`config.mk`:
```
export PLATFORM = sky130hd
export DESIGN_NAME = my_uart_rx
export DESIGN_NICKNAME = d
export VERILOG_FILES = /design/src/rtl/my_uart_rx.sv
export SDC_FILE = /design/constraint.sdc
export NUM_CORES = 1
export LEC_CHECK = 0
export CORE_MARGIN = 4
export CORE_UTILIZATION = 38
export CTS_CLUSTER_SIZE = 30
export DETAILED_ROUTE_END_ITERATION = 12
export HOLD_SLACK_MARGIN = 0.08
export SLEW_MARGIN = 20
export SYNTH_ARGS = -nofsm -noshare
export SYNTH_HDL_FRONTEND = slang
export SYNTH_SLANG_ARGS = --single-unit
```
`constraint.sdc`:
```
create_clock -name clk -period 1.7 [get_ports clk]
set_input_delay 0.51 -clock clk [delete_from_list [all_inputs] [get_ports clk]]
set_output_delay 0.51 -clock clk [all_outputs]
set_load 0.02 [all_outputs]
```
`src/rtl/my_uart_rx.sv`:
```
// UART receiver: 8 data bits LSB first, 1 stop bit, 3-sample majority at mid-bit.
// Define UART_RX_PARITY_EN to add an even-parity bit and drive parity_err.
module my_uart_rx #(
    parameter int unsigned CLK_FREQ = 25000000,
    parameter int unsigned BAUD     = 115200
) (
    input  logic       clk,
    input  logic       rst,
    input  logic       uart_rx,
    output logic [7:0] rx_data,
    output logic       rx_int,
    output logic       frame_err,
    output logic       parity_err,
    output logic       rx_busy
);
    localparam int unsigned BIT_CNT = CLK_FREQ / BAUD;
    localparam int unsigned HALF    = BIT_CNT / 2;
    localparam int unsigned CW      = $clog2(BIT_CNT);

`ifdef UART_RX_PARITY_EN
    typedef enum logic [2:0] {IDLE, START, DATA, PARITY, STOP} state_e;
`else
    typedef enum logic [2:0] {IDLE, START, DATA, STOP} state_e;
`endif

    state_e          state_q, state_d;
    logic            sync1_q, sync2_q, edge_q;
    logic [CW-1:0]   cnt_q, cnt_d;
    logic            s0_q, s0_d, s1_q, s1_d;
    logic [2:0]      bit_idx_q, bit_idx_d;
    logic [7:0]      shift_q, shift_d;
    logic [7:0]      data_q, data_d;
    logic            int_q, int_d;
    logic            ferr_q, ferr_d;
`ifdef UART_RX_PARITY_EN
    logic            pmis_q, pmis_d;
    logic            perr_q, perr_d;
`endif

    logic start_edge, decide, maj;

    assign start_edge = edge_q & ~sync2_q;
    assign decide     = (state_q != IDLE) && (cnt_q == CW'(HALF + 1));
    // Third vote is the live synced value at the decision clock.
    assign maj        = (s0_q & s1_q) | (s0_q & sync2_q) | (s1_q & sync2_q);

    always_ff @(posedge clk or negedge rst) begin
        if (!rst) begin
            state_q <= IDLE;
        end else begin
            state_q <= state_d;
        end
    end

    always_comb begin
        state_d = state_q;
        case (state_q)
            IDLE:   if (start_edge) state_d = START;
            START:  if (decide) state_d = maj ? IDLE : DATA;
`ifdef UART_RX_PARITY_EN
            DATA:   if (decide && bit_idx_q == 3'd7) state_d = PARITY;
            PARITY: if (decide) state_d = STOP;
`else
            DATA:   if (decide && bit_idx_q == 3'd7) state_d = STOP;
`endif
            STOP:   if (decide) state_d = IDLE;
            default: state_d = IDLE;
        endcase
    end

    always_comb begin
        rx_busy   = (state_q != IDLE);
        rx_data   = data_q;
        rx_int    = int_q;
        frame_err = ferr_q;
`ifdef UART_RX_PARITY_EN
        parity_err = perr_q;
`else
        parity_err = 1'b0;
`endif
    end

    always_comb begin
        cnt_d     = '0;
        s0_d      = s0_q;
        s1_d      = s1_q;
        bit_idx_d = bit_idx_q;
        shift_d   = shift_q;
        data_d    = data_q;
        int_d     = 1'b0;
        ferr_d    = 1'b0;
`ifdef UART_RX_PARITY_EN
        pmis_d    = pmis_q;
        perr_d    = 1'b0;
`endif
        if (state_q != IDLE) begin
            cnt_d = (cnt_q == CW'(BIT_CNT - 1)) ? '0 : cnt_q + CW'(1);
        end
        if (cnt_q == CW'(HALF - 1)) s0_d = sync2_q;
        if (cnt_q == CW'(HALF))     s1_d = sync2_q;
        if (decide) begin
            case (state_q)
                START: begin
                    bit_idx_d = '0;
`ifdef UART_RX_PARITY_EN
                    pmis_d    = 1'b0;
`endif
                end
                DATA: begin
                    shift_d   = {maj, shift_q[7:1]};
                    bit_idx_d = bit_idx_q + 3'd1;
                end
`ifdef UART_RX_PARITY_EN
                PARITY: pmis_d = maj ^ (^shift_q);
                STOP: begin
                    ferr_d = ~maj;
                    perr_d = pmis_q;
                    if (maj && !pmis_q) begin
                        data_d = shift_q;
                        int_d  = 1'b1;
                    end
                end
`else
                STOP: begin
                    ferr_d = ~maj;
                    if (maj) begin
                        data_d = shift_q;
                        int_d  = 1'b1;
                    end
                end
`endif
                default: ;
            endcase
        end
    end

    always_ff @(posedge clk or negedge rst) begin
        if (!rst) begin
            sync1_q   <= 1'b1;
            sync2_q   <= 1'b1;
            edge_q    <= 1'b1;
            cnt_q     <= '0;
            s0_q      <= 1'b1;
            s1_q      <= 1'b1;
            bit_idx_q <= '0;
            shift_q   <= '0;
            data_q    <= '0;
            int_q     <= 1'b0;
            ferr_q    <= 1'b0;
`ifdef UART_RX_PARITY_EN
            pmis_q    <= 1'b0;
            perr_q    <= 1'b0;
`endif
        end else begin
            sync1_q   <= uart_rx;
            sync2_q   <= sync1_q;
            edge_q    <= sync2_q;
            cnt_q     <= cnt_d;
            s0_q      <= s0_d;
            s1_q      <= s1_d;
            bit_idx_q <= bit_idx_d;
            shift_q   <= shift_d;
            data_q    <= data_d;
            int_q     <= int_d;
            ferr_q    <= ferr_d;
`ifdef UART_RX_PARITY_EN
            pmis_q    <= pmis_d;
            perr_q    <= perr_d;
`endif
        end
    end

endmodule
```
==> flow_metrics.tcl <==
set metrics [dict create \
    arrival_ns 1.85 \
    root_buffer "clkbuf_8" \
    synth_most_common_cell "dfrtp_1" \
    synth_nets 139 \
    worst_r2r_startpoint "state_q[0]" \
    cts_tree "built" \
    avgViaCountPerCell 5.000 \
    hold_ws_ns 0.3571 \
    rows 23 \
    synth_common_cells "dfrtp_1, mux2_2, ha_1" \
    critPathCaptureType "register" \
    required_ns 1.87 \
    antenna_found_initial 0 \
    fin_skew_ns 0.004273 \
    yosysSeqAreaShare 0.5459 \
    clock_path_buffers 2 \
    startpoint "state_q[0]" \
    firstDrtPassIters 4 \
    drc 0 \
    powerDensity_mw_per_mm2 1220 \
    drive_gt1_frac 0.4074 \
    grt_use_total 0.1186 \
    insertedDiodeCount 0 \
    leakage_nw 1.073 \
    netlist_instances 127 \
    place_congestion 0.7451 \
    grt_pass1_vias 1133 \
    hold_violations 0 \
    io_pins 15 \
    synth-edff-count 0 \
    rsz0062_at_grt "yes" \
    ys_ff_latch 36 \
    final_max_slew_viol_count 0 \
    dr_wl_met3_um 87 \
    start_kind "register" \
    numCtsBuffers 5 \
    setup-violations-final 0 \
    yosys.cell_types.count 36 \
    crit_type "register to register" \
    drt_iter0_markers 72 \
    ys_top_cells_by_area "dfrtp_1, mux2_2, dfstp_2" \
    highest-signal-layer "met4" \
    grt_pass1_wl_um 4954 \
    numPortBuffers 13 \
    ys_warn_count 0 \
    routed-wl-met2_um 1474 \
    drv_cap 0 \
    ys_async_sr_fraction 1.000 \
    yosysTopAreaCell "dfrtp_1" \
    ff2ff_path_depth 6 \
    wl_per_cell_um 14.14 \
    h-tree-depth 2 \
    final_nets 173 \
    core_area_mm2 0.004115 \
    rr_endpoint "state_q[1]" \
    die-height_um 74.13 \
    syn_area_mm2 0.001662 \
    cts_hold_buf 0 \
    avgSynthCellArea_um2 13.08 \
    clock.fmax_ghz 0.5933 \
    area_growth_pct 26.88 \
    cts.sinks 36 \
    min_path_type "register to register" \
    finalCritPeriodShare 0.9915 \
    initial_core_util 0.4038 \
    r2r_slack_ns 0.01 \
    crit_end "state_q[1]" \
    grt-ovfl-total 0 \
    worstPathMaxFanout 5 \
    peakVddDrop_mv 0.5693 \
    synth_ff_type "dfrtp_1" \
    fin_util 0.5123 \
    num_vias 1060 \
    cts.clk_slew.worst_paths_ns 0.07 \
    chipWidth_um 74.13 \
    tns_ns 0 \
    status "finished, final reports clean" \
    wl_met1_um 1385 \
    dp_hpwl_um 2181 \
    finalCriticalPeriod_ns 1.686 \
    wl_um 2997 \
    ant_nets 0 \
    grt_max_degree 37 \
    synth_top_area_frac 0.4669 \
    fp.dieArea_mm2 0.005495 \
    clk_latency_ns 0.28 \
]
[cell families after synthesis]
| kind of cell | Yosys count | synth area share |
|---|---|---|
| AND/OR/NAND/NOR | 34 | 0.1265 |
| flip-flops | 36 | 0.5459 |
| other | 1 | 0.002257 |
| buffers and inverters | 10 | 0.03389 |
| AO/OA/AOI/OAI | 12 | 0.06325 |
| multiplexers | 18 | 0.1220 |
| adder cells (fa/ha/maj) | 10 | 0.07455 |
| XOR/XNOR | 6 | 0.03163 |
[registers in the layout, indices dropped and copies added, names as in the netlist]
signal / cells
cnt_q: 8
rx_data: 8
shift_q: 8
bit_idx_q: 3
state_q: 2
edge_q: 1
frame_err: 1
rx_int: 1
s0_q: 1
s1_q: 1
sync1_q: 1
sync2_q: 1
[worst max-delay path, cell delays in order, from the launching register on]
cell and delay [ns]:
dfrtp_1 0.37, inv_2 0.06, ha_4 0.17, and4b_2 0.35, a21oi_2 0.09, or2_2 0.29
o221a_2 0.24
[power breakdown]
group / switching [mW] / internal, mW
sequential: 0.0490 / 0.921
clock: 0.284 / 0.517
combinational: 0.394 / 0.406
[per-layer routing]
metal,up-vias,GRT usage
li1,515,-
met1,525,0.1409
met2,14,0.1939
met3,6,0.04054
met4,0,0.05433
met5,-,0
[what timing repair did]
action | in CTS | in global routing
cloned | 0 | 1
endpoints found under the setup margin | 23 | 10
resized for setup | 16 | 3
pin swaps | 1 | 2
buffers inserted | 1 | 1
[area by class of cell]
class / count / area, µm²
flip-flops and latches: 36 / 907.1
clock inverters: 1 / 30.03
well taps: 50 / 62.56
repair buffers: 29 / 245.2
inverters: 7 / 26.28
fillers: 376 / 2007
clock buffers: 7 / 96.34
multi-input cells: 82 / 740.7
[worst min-delay path by stage]
stage / cells past startpoint / startpoint / slack [ns] / endpoint
4_1_cts: 0 / sync1_q / 0.36 / sync2_q
2_1_floorplan: 0 / rst / 0.21 / bit_idx_q[0]
6_report: 0 / sync1_q / 0.36 / sync2_q
3_3_place_gp: 0 / sync1_q / 0.35 / sync2_q
3_5_place_dp: 0 / sync1_q / 0.35 / sync2_q
5_1_grt: 0 / sync1_q / 0.37 / sync2_q
[per-stage QoR]
stage | total power, mW | instances | worst slack (ns) | area (µm²)
after CTS | 2.573 | 210 | -0.02138 | 2079
after global placement | 1.730 | 201 | -0.02536 | 1954
final | 2.571 | 212 | 0.01445 | 2108
after detailed placement | 1.773 | 201 | -0.08240 | 1954
after floorplan | 1.418 | 127 | -0.006871 | 1674
after global routing | 2.715 | 212 | -0.03674 | 2108
[cells in the final DEF (no fill, tap or decap), types with 2 or more instances in the layout]
| master | n |
|---|---|
| nand3_1 | 4 |
| nand4_1 | 3 |
| nor2_1 | 8 |
| inv_1 | 5 |
| a32o_1 | 2 |
| ha_1 | 8 |
| dfstp_2 | 5 |
| dfrtp_1 | 31 |
| nand2_1 | 4 |
| mux2_2 | 18 |
| nand3_2 | 3 |
| a21o_1 | 2 |
| inv_2 | 2 |
| dlygate4sd2_1 | 10 |
| clkdlybuf4s50_1 | 2 |
| xor2_1 | 5 |
| nor2b_1 | 2 |
| clkbuf_8 | 7 |
| buf_4 | 15 |
(Power assumes the default switching activity.)
